--- config.mk ---
export PLATFORM = sky130hd
export DESIGN_NAME = msg_schedule_fetch_flat
export DESIGN_NICKNAME = d
export VERILOG_FILES = /design/src/rtl/sha256_pkg.sv /design/src/rtl/msg_schedule_fetch_if.sv /design/src/rtl/msg_window.sv /design/src/rtl/msg_schedule_fetch.sv /design/src/flat_wrapper.sv
export SDC_FILE = /design/constraint.sdc
export NUM_CORES = 1
export LEC_CHECK = 0
export BUFFER_PORTS_ARGS = -buffer_cell sky130_fd_sc_hd__buf_2
export CAP_MARGIN = 25
export CORE_ASPECT_RATIO = 1.1
export CORE_MARGIN = 2
export CORE_UTILIZATION = 56
export DETAILED_ROUTE_END_ITERATION = 7
export GPL_TIMING_DRIVEN = 0
export PLACE_DENSITY = 0.76
export SETUP_SLACK_MARGIN = 0.2
export SYNTH_ARGS = -nofsm -noshare
export SYNTH_HDL_FRONTEND = slang
export SYNTH_SLANG_ARGS = --single-unit
--- constraint.sdc ---
create_clock -name clk -period 4.2 [get_ports clk]
set_input_delay 0.63 -clock clk [delete_from_list [all_inputs] [get_ports clk]]
set_output_delay 0.63 -clock clk [all_outputs]
set_load 0.05 [all_outputs]
--- src/rtl/sha256_pkg.sv ---
// Shared SHA-256 message-schedule types and helpers.
// Holds the FSM state encoding and the small sigma functions used by the expander.
package sha256_pkg;

  localparam int WORDS_PER_BLOCK = 16;
  localparam int ROUNDS          = 64;

  typedef enum logic [2:0] {
    S_IDLE,
    S_FETCH,
    S_EXPAND,
    S_BLOCK_END,
    S_WAIT
  } sched_state_t;

  // sigma0 = ROTR7 ^ ROTR18 ^ SHR3
  function automatic logic [31:0] sig0(input logic [31:0] x);
    return {x[6:0], x[31:7]} ^ {x[17:0], x[31:18]} ^ {3'b000, x[31:3]};
  endfunction

  // sigma1 = ROTR17 ^ ROTR19 ^ SHR10
  function automatic logic [31:0] sig1(input logic [31:0] x);
    return {x[16:0], x[31:17]} ^ {x[18:0], x[31:19]} ^ {10'b0, x[31:10]};
  endfunction

endpackage

--- src/rtl/msg_schedule_fetch_if.sv ---
// Message-word fetch bus toward the controller plus the W_t stream toward the rounds.
// The master side is the schedule fetcher.
interface msg_schedule_fetch_if;
  logic        msg_ready;
  logic [3:0]  num_blocks;
  logic [31:0] word_data;
  logic        word_valid;
  logic        req_word;
  logic [7:0]  word_address;
  logic [3:0]  current_block;
  logic        busy;
  logic [31:0] w_out;
  logic        w_valid;
  logic [5:0]  w_round;
  logic        w_ready;
  logic        block_done;
  logic        all_done;

  modport master (
    input  msg_ready, num_blocks, word_data, word_valid, w_ready,
    output req_word, word_address, current_block, busy,
           w_out, w_valid, w_round, block_done, all_done
  );

  modport slave (
    output msg_ready, num_blocks, word_data, word_valid, w_ready,
    input  req_word, word_address, current_block, busy,
           w_out, w_valid, w_round, block_done, all_done
  );
endinterface

--- src/rtl/msg_window.sv ---
// 16-word sliding window of the message schedule with the next-W adder tree.
// win[0] holds W[t-1], win[15] holds W[t-16].
module msg_window
  import sha256_pkg::*;
(
  input  logic        clk,
  input  logic        rst_n,
  input  logic        shift_en,
  input  logic [31:0] shift_data,
  output logic [31:0] w_next
);

  logic [31:0] win [WORDS_PER_BLOCK];
  logic [31:0] tap_t2, tap_t7, tap_t15, tap_t16;

  always_ff @(posedge clk or negedge rst_n) begin
    if (!rst_n) begin
      for (int i = 0; i < WORDS_PER_BLOCK; i++) win[i] <= '0;
    end else if (shift_en) begin
      win[0] <= shift_data;
      for (int i = 1; i < WORDS_PER_BLOCK; i++) win[i] <= win[i-1];
    end
  end

  assign tap_t2  = win[1];
  assign tap_t7  = win[6];
  assign tap_t15 = win[14];
  assign tap_t16 = win[15];

  assign w_next = sig1(tap_t2) + tap_t7 + sig0(tap_t15) + tap_t16;

endmodule

--- src/rtl/msg_schedule_fetch.sv ---
// Fetches 16 message words per block and streams the 64-entry SHA-256 schedule.
//   state       | meaning
//   S_IDLE      | waiting for msg_ready, block counter cleared
//   S_FETCH     | requesting words 0..15 and passing them through as W0..W15
//   S_EXPAND    | computing W16..W63 from the window, one per advance
//   S_BLOCK_END | W63 accepted; pulse block_done (and all_done on last block)
//   S_WAIT      | busy low one cycle so the controller can re-provide
module msg_schedule_fetch
  import sha256_pkg::*;
(
  input  logic                  clk,
  input  logic                  rst_n,
  msg_schedule_fetch_if.master  bus
);

  sched_state_t state, state_nxt;

  logic [3:0]  word_idx;
  logic [3:0]  current_block;
  logic [31:0] w_out_q;
  logic        w_valid_q;
  logic [5:0]  w_round_q;

  logic        adv, last_out, load_word, exp_step, more_blocks;
  logic        req_word, busy, block_done, all_done;
  logic [31:0] w_next, shift_data;

  assign adv         = !w_valid_q || bus.w_ready;
  assign last_out    = w_valid_q && (w_round_q == 6'(ROUNDS - 1));
  assign more_blocks = current_block < bus.num_blocks;

  always_ff @(posedge clk or negedge rst_n) begin
    if (!rst_n) state <= S_IDLE;
    else        state <= state_nxt;
  end

  always_comb begin
    state_nxt = state;
    case (state)
      S_IDLE:      if (bus.msg_ready) state_nxt = S_FETCH;
      S_FETCH:     if (load_word && (word_idx == 4'(WORDS_PER_BLOCK - 1))) state_nxt = S_EXPAND;
      S_EXPAND:    if (adv && last_out) state_nxt = S_BLOCK_END;
      S_BLOCK_END: state_nxt = more_blocks ? S_WAIT : S_IDLE;
      S_WAIT:      if (bus.msg_ready) state_nxt = S_FETCH;
      default:     state_nxt = S_IDLE;
    endcase
  end

  always_comb begin
    req_word   = 1'b0;
    busy       = 1'b0;
    block_done = 1'b0;
    all_done   = 1'b0;
    case (state)
      S_FETCH: begin
        req_word = adv;
        busy     = 1'b1;
      end
      S_EXPAND: busy = 1'b1;
      S_BLOCK_END: begin
        busy       = 1'b1;
        block_done = 1'b1;
        all_done   = !more_blocks;
      end
      default: ;
    endcase
  end

  assign load_word  = req_word && bus.word_valid;
  // Expansion stops once W63 sits in the output register; it then only waits for acceptance.
  assign exp_step   = (state == S_EXPAND) && adv && !last_out;
  assign shift_data = load_word ? bus.word_data : w_next;

  msg_window u_window (
    .clk        (clk),
    .rst_n      (rst_n),
    .shift_en   (load_word || exp_step),
    .shift_data (shift_data),
    .w_next     (w_next)
  );

  always_ff @(posedge clk or negedge rst_n) begin
    if (!rst_n) begin
      word_idx      <= '0;
      current_block <= '0;
      w_out_q       <= '0;
      w_valid_q     <= 1'b0;
      w_round_q     <= '0;
    end else begin
      if (load_word) word_idx <= word_idx + 4'd1;
      if (state == S_BLOCK_END) current_block <= more_blocks ? current_block + 4'd1 : 4'd0;

      if (load_word) begin
        w_out_q   <= bus.word_data;
        w_round_q <= {2'b00, word_idx};
        w_valid_q <= 1'b1;
      end else if (exp_step) begin
        w_out_q   <= w_next;
        w_round_q <= w_round_q + 6'd1;
        w_valid_q <= 1'b1;
      end else if (adv) begin
        w_valid_q <= 1'b0;
      end
    end
  end

  assign bus.req_word      = req_word;
  assign bus.word_address  = {current_block, word_idx};
  assign bus.current_block = current_block;
  assign bus.busy          = busy;
  assign bus.w_out         = w_out_q;
  assign bus.w_valid       = w_valid_q;
  assign bus.w_round       = w_round_q;
  assign bus.block_done    = block_done;
  assign bus.all_done      = all_done;

endmodule
--- src/flat_wrapper.sv ---
// flat-port wrapper written by rule: the top's interface ports become plain ports
module msg_schedule_fetch_flat import sha256_pkg::*;
  (clk, rst_n, bus_msg_ready, bus_num_blocks, bus_word_data, bus_word_valid, bus_w_ready, bus_req_word, bus_word_address, bus_current_block, bus_busy, bus_w_out, bus_w_valid, bus_w_round, bus_block_done, bus_all_done);
  msg_schedule_fetch_if bus_i ();
  input  logic clk;
  input  logic rst_n;
  input wire logic [$bits(bus_i.msg_ready)-1:0] bus_msg_ready;
  input wire logic [$bits(bus_i.num_blocks)-1:0] bus_num_blocks;
  input wire logic [$bits(bus_i.word_data)-1:0] bus_word_data;
  input wire logic [$bits(bus_i.word_valid)-1:0] bus_word_valid;
  input wire logic [$bits(bus_i.w_ready)-1:0] bus_w_ready;
  output wire logic [$bits(bus_i.req_word)-1:0] bus_req_word;
  output wire logic [$bits(bus_i.word_address)-1:0] bus_word_address;
  output wire logic [$bits(bus_i.current_block)-1:0] bus_current_block;
  output wire logic [$bits(bus_i.busy)-1:0] bus_busy;
  output wire logic [$bits(bus_i.w_out)-1:0] bus_w_out;
  output wire logic [$bits(bus_i.w_valid)-1:0] bus_w_valid;
  output wire logic [$bits(bus_i.w_round)-1:0] bus_w_round;
  output wire logic [$bits(bus_i.block_done)-1:0] bus_block_done;
  output wire logic [$bits(bus_i.all_done)-1:0] bus_all_done;
  assign bus_i.msg_ready = bus_msg_ready;
  assign bus_i.num_blocks = bus_num_blocks;
  assign bus_i.word_data = bus_word_data;
  assign bus_i.word_valid = bus_word_valid;
  assign bus_i.w_ready = bus_w_ready;
  assign bus_req_word = bus_i.req_word;
  assign bus_word_address = bus_i.word_address;
  assign bus_current_block = bus_i.current_block;
  assign bus_busy = bus_i.busy;
  assign bus_w_out = bus_i.w_out;
  assign bus_w_valid = bus_i.w_valid;
  assign bus_w_round = bus_i.w_round;
  assign bus_block_done = bus_i.block_done;
  assign bus_all_done = bus_i.all_done;
  msg_schedule_fetch u_core (.clk(clk), .rst_n(rst_n), .bus(bus_i));
endmodule
==> results of run 1 <==
[worst paths after layout]
| path | from | to | cells after the start |
|---|---|---|---|
| min in group clk | bus_msg_ready | u_core.state[2] | 2 |
| max in group asynchronous | rst_n | u_core.u_window.win[243] | 4 |
| max | u_core.u_window.tap_t2[21] | u_core.u_window.win[508] | 15 |
| max reg2reg | u_core.u_window.tap_t2[21] | u_core.u_window.win[508] | 15 |
| min | rst_n | u_core.u_window.win[397] | 1 |
| min reg2reg | u_core.u_window.win[444] | u_core.u_window.win[412] | 1 |
[stage by stage]
stage          setup WS (ns)  setup TNS, ns
6_report               0.130              0
5_1_grt             -0.00952       -0.00952
4_1_cts               0.0964              0
3_5_place_dp          -0.504          -3.78
3_3_place_gp           -7.80       -4095.87
2_1_floorplan          0.274              0
[cells by family after synthesis]
family | after synthesis
buffers and inverters | 286
muxes | 452
AOI/OAI and AO/OA | 212
xor gates and xnor gates | 146
and+or+nand+nor | 209
DFF | 530
adders and majority gates | 99
[cell usage after synthesis, types with 2 or more instances]
cell	number
and2_1	3
nor3_1	9
fa_1	62
o31ai_1	4
mux2_2	451
a211oi_1	5
o21bai_1	4
o32ai_1	2
nor2b_1	5
nor2_1	43
xnor2_1	126
buf_2	49
o31a_1	3
nand2_1	95
o211ai_1	3
ha_1	37
nand2b_1	8
a22oi_1	11
inv_1	148
and3_1	2
nand3_1	13
a311oi_1	2
buf_4	44
o21a_1	10
nand4_1	13
a21oi_1	43
a21o_1	19
or3_1	4
o21ai_0	70
xor2_1	20
a31oi_1	16
o22ai_1	4
clkbuf_1	44
o221ai_1	3
dfrtp_1	530
[cell type report]
class                   count  area (um2)  area share
clock inverters            17         234     0.00798
plain buffers             138         902      0.0308
multi-input cells        1118       11300       0.384
clock buffers              73        1510      0.0515
repair buffers            132         851      0.0290
flip-flops and latches    530       13300       0.453
well taps                 581         727      0.0248
inverters                 148         556      0.0189
[layer usage]
layer	track usage	wire length [um]
met1	0.374	26200
met2	0.467	30600
met3	0.0447	3010
met4	0.126	3170
met5	0	0
[sequential cells by signal, summed over array words and instances, names as in the netlist]
signal                    flops
u_core.u_window.win         383
u_core.u_window.tap_t15      32
u_core.u_window.tap_t16      32
u_core.u_window.tap_t2       32
u_core.u_window.tap_t7       32
u_core.bus.w_round            6
u_core.bus.current_block      4
u_core.word_idx               4
u_core.state                  3
u_core.bus.w_out              1
u_core.bus.w_valid            1
[worst max-delay path: cells and delay by family, from the launching register on]
family / cells / cell delay [ns]
compound gates: 4 / 1.10
xor+xnor: 2 / 0.34
fa+ha+maj: 3 / 1.35
buf+inv: 3 / 0.28
flops: 1 / 0.50
simple gates: 3 / 0.40
[repair_timing]
action / 4_1_cts / 5_1_grt
pin swaps: 33 / 25
hold buffers: 0 / 0
setup endpoints to repair: 21 / 20
resized for setup: 165 / 76
setup buffers: 24 / 9
gates cloned: 0 / 0
==> impl_metrics.ini, run 1 <==
[yosys]
synth_top_family_by_area = multiplexers
synth_area_leaders = dfrtp_1 (53%), mux2_2 (20%), fa_1 (5.0%)
synth.net_count = 2074
syn_area_um2 = 25000
synthArstFlopShare = 1.00
synth_compound_area_frac = 0.0538
yosysTopAreaCell = dfrtp_1
synth-edff-count = 0
synth_cell_type_count = 64
ys_seq_area_frac = 0.531
yosysWarnings = 0
synth_fa_ha_area_frac = 0.0682
synth-main-ff-cell = dfrtp_1
synth-simple-area-share = 0.0400
synthCells = 1934
synth-seq-cells = 530
yosysTopAreaCellShare = 0.531
syn_avg_cell_area_um2 = 12.9
synth.area.mux_share = 0.204
synth_xor_xnor_area_share = 0.0512

[floorplan]
pin_count = 96
core_area_um2 = 44300
chipHeight_um = 226
dieArea_um2 = 46300
rows = 81
start_util = 0.564
die_w_um = 205

[clock_network]
clock_latency_ns = 0.61
cts_buffer_depth = 3
cts_tree = done
cts.clk_slew.worst_paths_ns = 0.06
h-tree-depth = 2
clock-root-buffer = clkbuf_16
numCtsBuffers = 51
clock-sinks = 530

[critical_path]
slowest_delay_ns = 0.58
critPathCaptureType = flop
cp.arrival_ns = 4.57
crit_type = flop to flop
cpMaxStageDelayCell = fa_2
path_cells = xnor2_2, xnor2_2, fa_1, inv_1, fa_2, inv_2, ha_1, a21o_2, nand4_4, a2111oi_4, buf_4, nor3_4, o41a_1, and4_4, a311oi_2
crit_path_start_kind = flop
ff2ff_setup_slack_ns = 0.13
crit_path_max_fanout = 4
worst_ep_required_time_ns = 4.70
crit_top_cell = xnor2_2

[final_layout]
drive_above_1_share = 0.426
final_area_um2 = 29300
most-common-layout-cells = dfrtp_1 (512), mux2_2 (450), buf_2 (146)
fin_cells = 2737
final_util = 0.662
nFillCells = 3156
layout.nets = 2259
n_antenna_cell = 0
area_growth_pct = 17.4
final_common_cell = dfrtp_1

[drt]
viasPerCell = 5.69
wl_um = 62900
firstDrtPassIters = 5
ant_nets = 0
post_drt_wl_per_cell_um = 23.0
route.detailed.drc = 0
num_vias = 15600
drt_iter0_drc = 907

[global_routing]
grt_pass1_wl_um = 97600
grt_use_total = 0.284
grt_max_degree = 128
antenna_found_initial = 0
grt_overflow = 0
grt_pass1_vias = 16400

[timing]
rsz0062_at_grt = true
worst_pin_slew_ns = 0.844
holdWs_ns = 0.0298
period_needed_ns = 4.07
fmax_mhz = 246
finalSetupViolCount = 0
drv_slew = 0
fin_skew_ns = 0.0271
fin_crit_sh = 0.969
hold_violations = 0
relSlewSlack = 0.437

[flow_run]
drv_cap = 0

[placement]
portBuffers = 95
hpwlAfterDp_um = 46000
gp_congestion = 0.922
dpl_cell_area_um2 = 26300
dp.cells = 2614

[run_status]
status = finished, final reports clean

[min_path]
hold_path.class = input pin to async pin
Power of run 1 is left out: the tool's default activity adds up to more than one toggle a clock period on the data nets, which glitch-free logic cannot reach.
==> inputs of run 2 (changes only) <==
--- a/config.mk
+++ b/config.mk
@@ -16,4 +16,5 @@
 export SETUP_SLACK_MARGIN = 0.2
 export SYNTH_ARGS = -nofsm -noshare
 export SYNTH_HDL_FRONTEND = slang
+export SYNTH_HIERARCHICAL = 1
 export SYNTH_SLANG_ARGS = --single-unit
==> impl_metrics.ini, run 2 <==
[yosys]
netlist_top_cells_count = dfrtp_1 (562), mux2_2 (453), nand2_1 (235)
synth_cell_type_count = 66
yosysTopAreaCellShare = 0.541
syn_avg_cell_area_um2 = 12.6
synth-seq-cells = 562
yosysTopAreaCell = dfrtp_1
synthCells = 2072
yosysWarnings = 6
synth_area_leaders = dfrtp_1 (54%), mux2_2 (20%), fa_1 (4.8%)
syn_area_um2 = 26000
synthArstFlopShare = 1.00
yosysMostFrequentCell = dfrtp_1
synth-main-ff-cell = dfrtp_1
synth.net_count = 2212
synth-edff-count = 0
ys_seq_area_frac = 0.541

[timing]
period_needed_ns = 4.34
fmax_mhz = 231
fin_skew_ns = 0.0222
hold_violations = 0
drv_slew = 0
worst_pin_slew_ns = 0.856
timing.final.ws_setup_ns = -0.138
rsz0062_at_grt = true
finalSetupViolCount = 14
fin_crit_sh = 1.03
relSlewSlack = 0.430

[placement]
hpwlAfterDp_um = 46300
gp_congestion = 0.935
portBuffers = 95
dp.cells = 2759

[min_path]
hold_path.class = input pin to async pin

[global_routing]
grt_overflow = 0
grt_pass1_vias = 17100
antenna_found_initial = 3
grt_use_total = 0.269
grt_pass1_wl_um = 99600
grt_max_degree = 131

[floorplan]
chipHeight_um = 230
die_w_um = 209
start_util = 0.568
pin_count = 96
dieArea_um2 = 48200
rows = 82
core_area_um2 = 45800

[drt]
viasPerCell = 5.71
num_vias = 16700
firstDrtPassIters = 6
route.detailed.drc = 0
wl_um = 63600
drt_iter0_drc = 1216
post_drt_wl_per_cell_um = 21.8
ant_nets = 0

[clock_network]
numCtsBuffers = 56
cts_tree = done
clock_latency_ns = 0.62
cts.clk_slew.worst_paths_ns = 0.06
clock-sinks = 562
cts-hold-fix-buffers = 0
h-tree-depth = 2
clock-root-buffer = clkbuf_16
cts_buffer_depth = 3

[flow_run]
drv_cap = 0

[critical_path]
crit_path_max_fanout = 4
ff2ff_setup_slack_ns = -0.14
critPathCaptureType = flop
crit_path_start_kind = flop
crit_type = flop to flop
worst_ep_required_time_ns = 4.69
cp.arrival_ns = 4.83

[final_layout]
layout.nets = 2424
drive_above_1_share = 0.382
area_growth_pct = 18.1
most-common-layout-cells = dfrtp_1 (540), mux2_2 (449), nand2_1 (226)
fin_cells = 2921
top_register = u_core/u_window/win
final_common_cell = dfrtp_1
largest_reg_flops = 384

[run_status]
status = finished with violations
failed_checks = negative setup slack
run 2: changes by cell type in the layout (fill, tap and decap cells not counted), sizes merged, moves of 7 or more:
cell    previous run  this run
nand2             96       235
nand3             13        74
buf              237       188
clkbuf           106       154
xor2              20        66
xnor2            126        83
dfrtp            530       562
nor2              44        25
inv              150       135
o21ai             70        84
a31oi             17         5
a22oi             11         0
a21o              20        13
o21a              10         3
run 2: repair_timing:
action,in CTS,in global routing
resized for setup,128,75
buffers inserted,29,26
pin swaps,70,66
cloned,0,0
endpoints found under the hold margin,0,0
endpoints found under the setup margin,42,48
run 2: layout make-up:
| cell class | count | area [um2] |
|---|---|---|
| antenna | 2 | 5.00 |
| clock buffer | 84 | 1690 |
| sequential | 562 | 14100 |
| multi-input combinational | 1273 | 11800 |
| tap | 588 | 736 |
| inverter | 133 | 499 |
| timing repair buffer | 154 | 1050 |
| buffer | 104 | 492 |
| fill | 3249 | 15000 |
| clock inverter | 21 | 313 |
run 2: kinds of logic after synthesis:
family	share of synthesized area
XOR/XNOR	0.0505
buffers and inverters	0.0368
AND/OR/NAND/NOR	0.0666
AO/OA/AOI/OAI	0.0426
flip-flops	0.541
multiplexers	0.197
adder cells (fa/ha/maj)	0.0655
run 2: final timing paths:
kind | from | to | depth (start not counted)
min reg2reg | u_core/u_window/win[331] | u_core/u_window/tap_t7[11] | 2
max in group asynchronous | rst_n | u_core/u_window/win[127] | 3
min | rst_n | u_core/u_window/win[138] | 1
max reg2reg | u_core/u_window/tap_t15[8] | u_core/u_window/win[493] | 18
max | u_core/u_window/tap_t15[8] | u_core/u_window/win[493] | 18
min in group clk | bus_word_data[18] | u_core/bus.w_out[18] | 3
run 2: critical path, stage by stage (launching register included):
cell and delay [ns]:
dfrtp_2 0.45, xor2_2 0.20, xnor2_2 0.19, fa_1 0.49
fa_1 0.53, inv_2 0.05, ha_4 0.16, fa_2 0.36
a21o_1 0.18, a221o_2 0.39, buf_4 0.15, buf_6 0.12
a21o_1 0.20, nand3_2 0.07, nand2_2 0.07, xor2_2 0.20
nand2_1 0.07, nand2_2 0.07, mux2_2 0.26
run 2: per-stage QoR:
step | hold WS (ns) | setup WS (ns) | instance area (um2) | TNS, ns | util
floorplan | 0.334 | 0.140 | 26000 | 0 | -
global placement | 0.463 | -8.55 | 27200 | -4777.26 | 0.595
detailed placement | 0.468 | -0.724 | 27300 | -7.26 | 0.597
CTS | 0.0738 | -0.287 | 30100 | -2.43 | 0.658
global route | 0.114 | -0.273 | 30700 | -4.21 | 0.671
finish | 0.0310 | -0.138 | 30700 | -1.23 | 0.671
run 2: metal layers:
metal | up-vias | share of wire | track usage
met5 | - | 0.00019 | 0
met2 | 516 | 0.49 | 0.450
met1 | 8639 | 0.41 | 0.360
met4 | 2 | 0.034 | 0.0884
met3 | 126 | 0.062 | 0.0485
li1 | 7406 | - | -
Power of run 2 is left out for the same reason.
==> inputs of run 3 (changes only) <==
--- a/config.mk
+++ b/config.mk
@@ -5,12 +5,12 @@
 export SDC_FILE = /design/constraint.sdc
 export NUM_CORES = 1
 export LEC_CHECK = 0
-export BUFFER_PORTS_ARGS = -buffer_cell sky130_fd_sc_hd__buf_2
 export CAP_MARGIN = 25
 export CORE_ASPECT_RATIO = 1.1
 export CORE_MARGIN = 2
-export CORE_UTILIZATION = 56
+export CORE_UTILIZATION = 58
 export DETAILED_ROUTE_END_ITERATION = 7
+export DONT_BUFFER_PORTS = 1
 export GPL_TIMING_DRIVEN = 0
 export PLACE_DENSITY = 0.76
 export SETUP_SLACK_MARGIN = 0.2
==> impl_metrics.ini, run 3 (synthesized netlist as in run 2, its figures left out) <==
[run_status]
status = finished with violations
failed_checks = negative hold slack, max-slew violations, negative setup slack

[final_layout]
most-common-layout-cells = dfrtp_1 (539), mux2_2 (449), nand2_1 (228)
top_register = u_core/u_window/win
layout.nets = 2327
n_antenna_cell = 0
final_area_um2 = 29900
multi_input_area_um2 = 11800
largest_reg_flops = 384
final_common_cell = dfrtp_1
area_growth_pct = 14.8
final_util = 0.673
drive_above_1_share = 0.354
seq_area_um2 = 14100
nFillCells = 3131
fin_cells = 2808

[placement]
hpwlAfterDp_um = 45100
gp_congestion = 0.948
dp.cells = 2654
dpl_cell_area_um2 = 26700
portBuffers = 0

[critical_path]
cp.arrival_ns = 4.85
path_delay_family = adder cells
crit_path_start_kind = flop
slowest_delay_ns = 0.51
worst_ep_required_time_ns = 4.67
crit_path_max_fanout = 3
crit_type = flop to flop
crit_buf_inv = 3
path_cells = xor2_2, xnor2_2, fa_1, fa_1, inv_1, ha_2, fa_2, a21o_1, a221o_2, buf_6, buf_6, a21oi_4, o22ai_4, mux2i_1, nor2_2, nand2_1, nand2_1, mux2_4
cpMaxStageDelayCell = fa_1
critPathCaptureType = flop

[drt]
post_drt_wl_per_cell_um = 22.3
firstDrtPassIters = 5
route.detailed.drc = 0
ant_nets = 0
num_vias = 16200
wl_um = 62600
viasPerCell = 5.75
drt_iter0_drc = 1345

[timing]
finalSetupTns_ns = -1.75
hold_violations = 320
fmax_mhz = 228
period_needed_ns = 4.38
relSlewSlack = -0.0914
drv_slew = 107
timing.final.ws_setup_ns = -0.181
finalSetupViolCount = 17
worst_pin_slew_ns = 1.64
fin_crit_sh = 1.04
holdWs_ns = -0.241
rsz0062_at_grt = true
fin_skew_ns = 0.0364

[global_routing]
antenna_found_initial = 3
top_usage_layer = met2
grt_max_degree = 563
grt_overflow = 0
grt_use_met2 = 0.455
grt_pass1_wl_um = 96600
grt_pass1_vias = 16500
use_met3 = 0.0664
grt_use_total = 0.277
grtUsageMet1 = 0.363

[clock_network]
numCtsBuffers = 55
clock_latency_ns = 0.62
cts_tree = done
cts.clk_slew.worst_paths_ns = 0.06
cts_buffer_depth = 3
clock-root-buffer = clkbuf_16
h-tree-depth = 2
clock-sinks = 562

[floorplan]
chipHeight_um = 226
start_util = 0.586
dieArea_um2 = 46600
rows = 81
die_w_um = 206
core_area_um2 = 44400
pin_count = 96

[min_path]
hold_path.class = input pin to async pin

[flow_run]
drv_cap = 0
run 3: cell type report:
cell class                      instances  share of cell area
Buffer                                104              0.0168
Tap cell                              581              0.0243
Sequential cell                       562               0.472
Clock inverter                         17             0.00582
Clock buffer                           80              0.0516
Multi-Input combinational cell       1273               0.397
Timing Repair Buffer                   58              0.0161
Inverter                              133              0.0167
run 3: final timing paths:
check                                                 start                         to  slack (ns)  cells after the start
worst max-delay path            u_core/u_window/tap_t15[19]   u_core/u_window/win[509]       -0.18                     18
worst min-delay path                                  rst_n   u_core/u_window/win[139]       -0.24                      0
worst max register to register  u_core/u_window/tap_t15[19]   u_core/u_window/win[509]       -0.18                     18
worst min register to register     u_core/u_window/win[325]  u_core/u_window/tap_t7[5]        0.47                      2
max in group asynchronous                             rst_n      u_core/bus.w_round[0]        3.03                      0
min in group clk                                bus_w_ready            u_core/state[0]        0.19                      1
run 3: what timing repair did:
item / CTS / global route
resized for setup: 129 / 84
pin swaps: 55 / 73
endpoints found under the setup margin: 147 / 90
buffers inserted: 30 / 27
hold endpoints to repair: 562 / 562
run 3: per-stage QoR:
| step | hold WS [ns] | setup slack, ns |
|---|---|---|
| floorplan | 0.334 | 0.140 |
| global placement | 0.369 | -0.501 |
| detailed placement | 0.365 | -0.575 |
| CTS | -0.294 | -0.256 |
| global route | -0.274 | -0.304 |
| finish | -0.241 | -0.181 |
run 3: metal layers:
metal,up-vias,share of wire
met5,-,0.00021
met2,487,0.49
met3,142,0.067
li1,7196,-
met1,8332,0.41
met4,2,0.035
Power of run 3 is left out for the same reason.
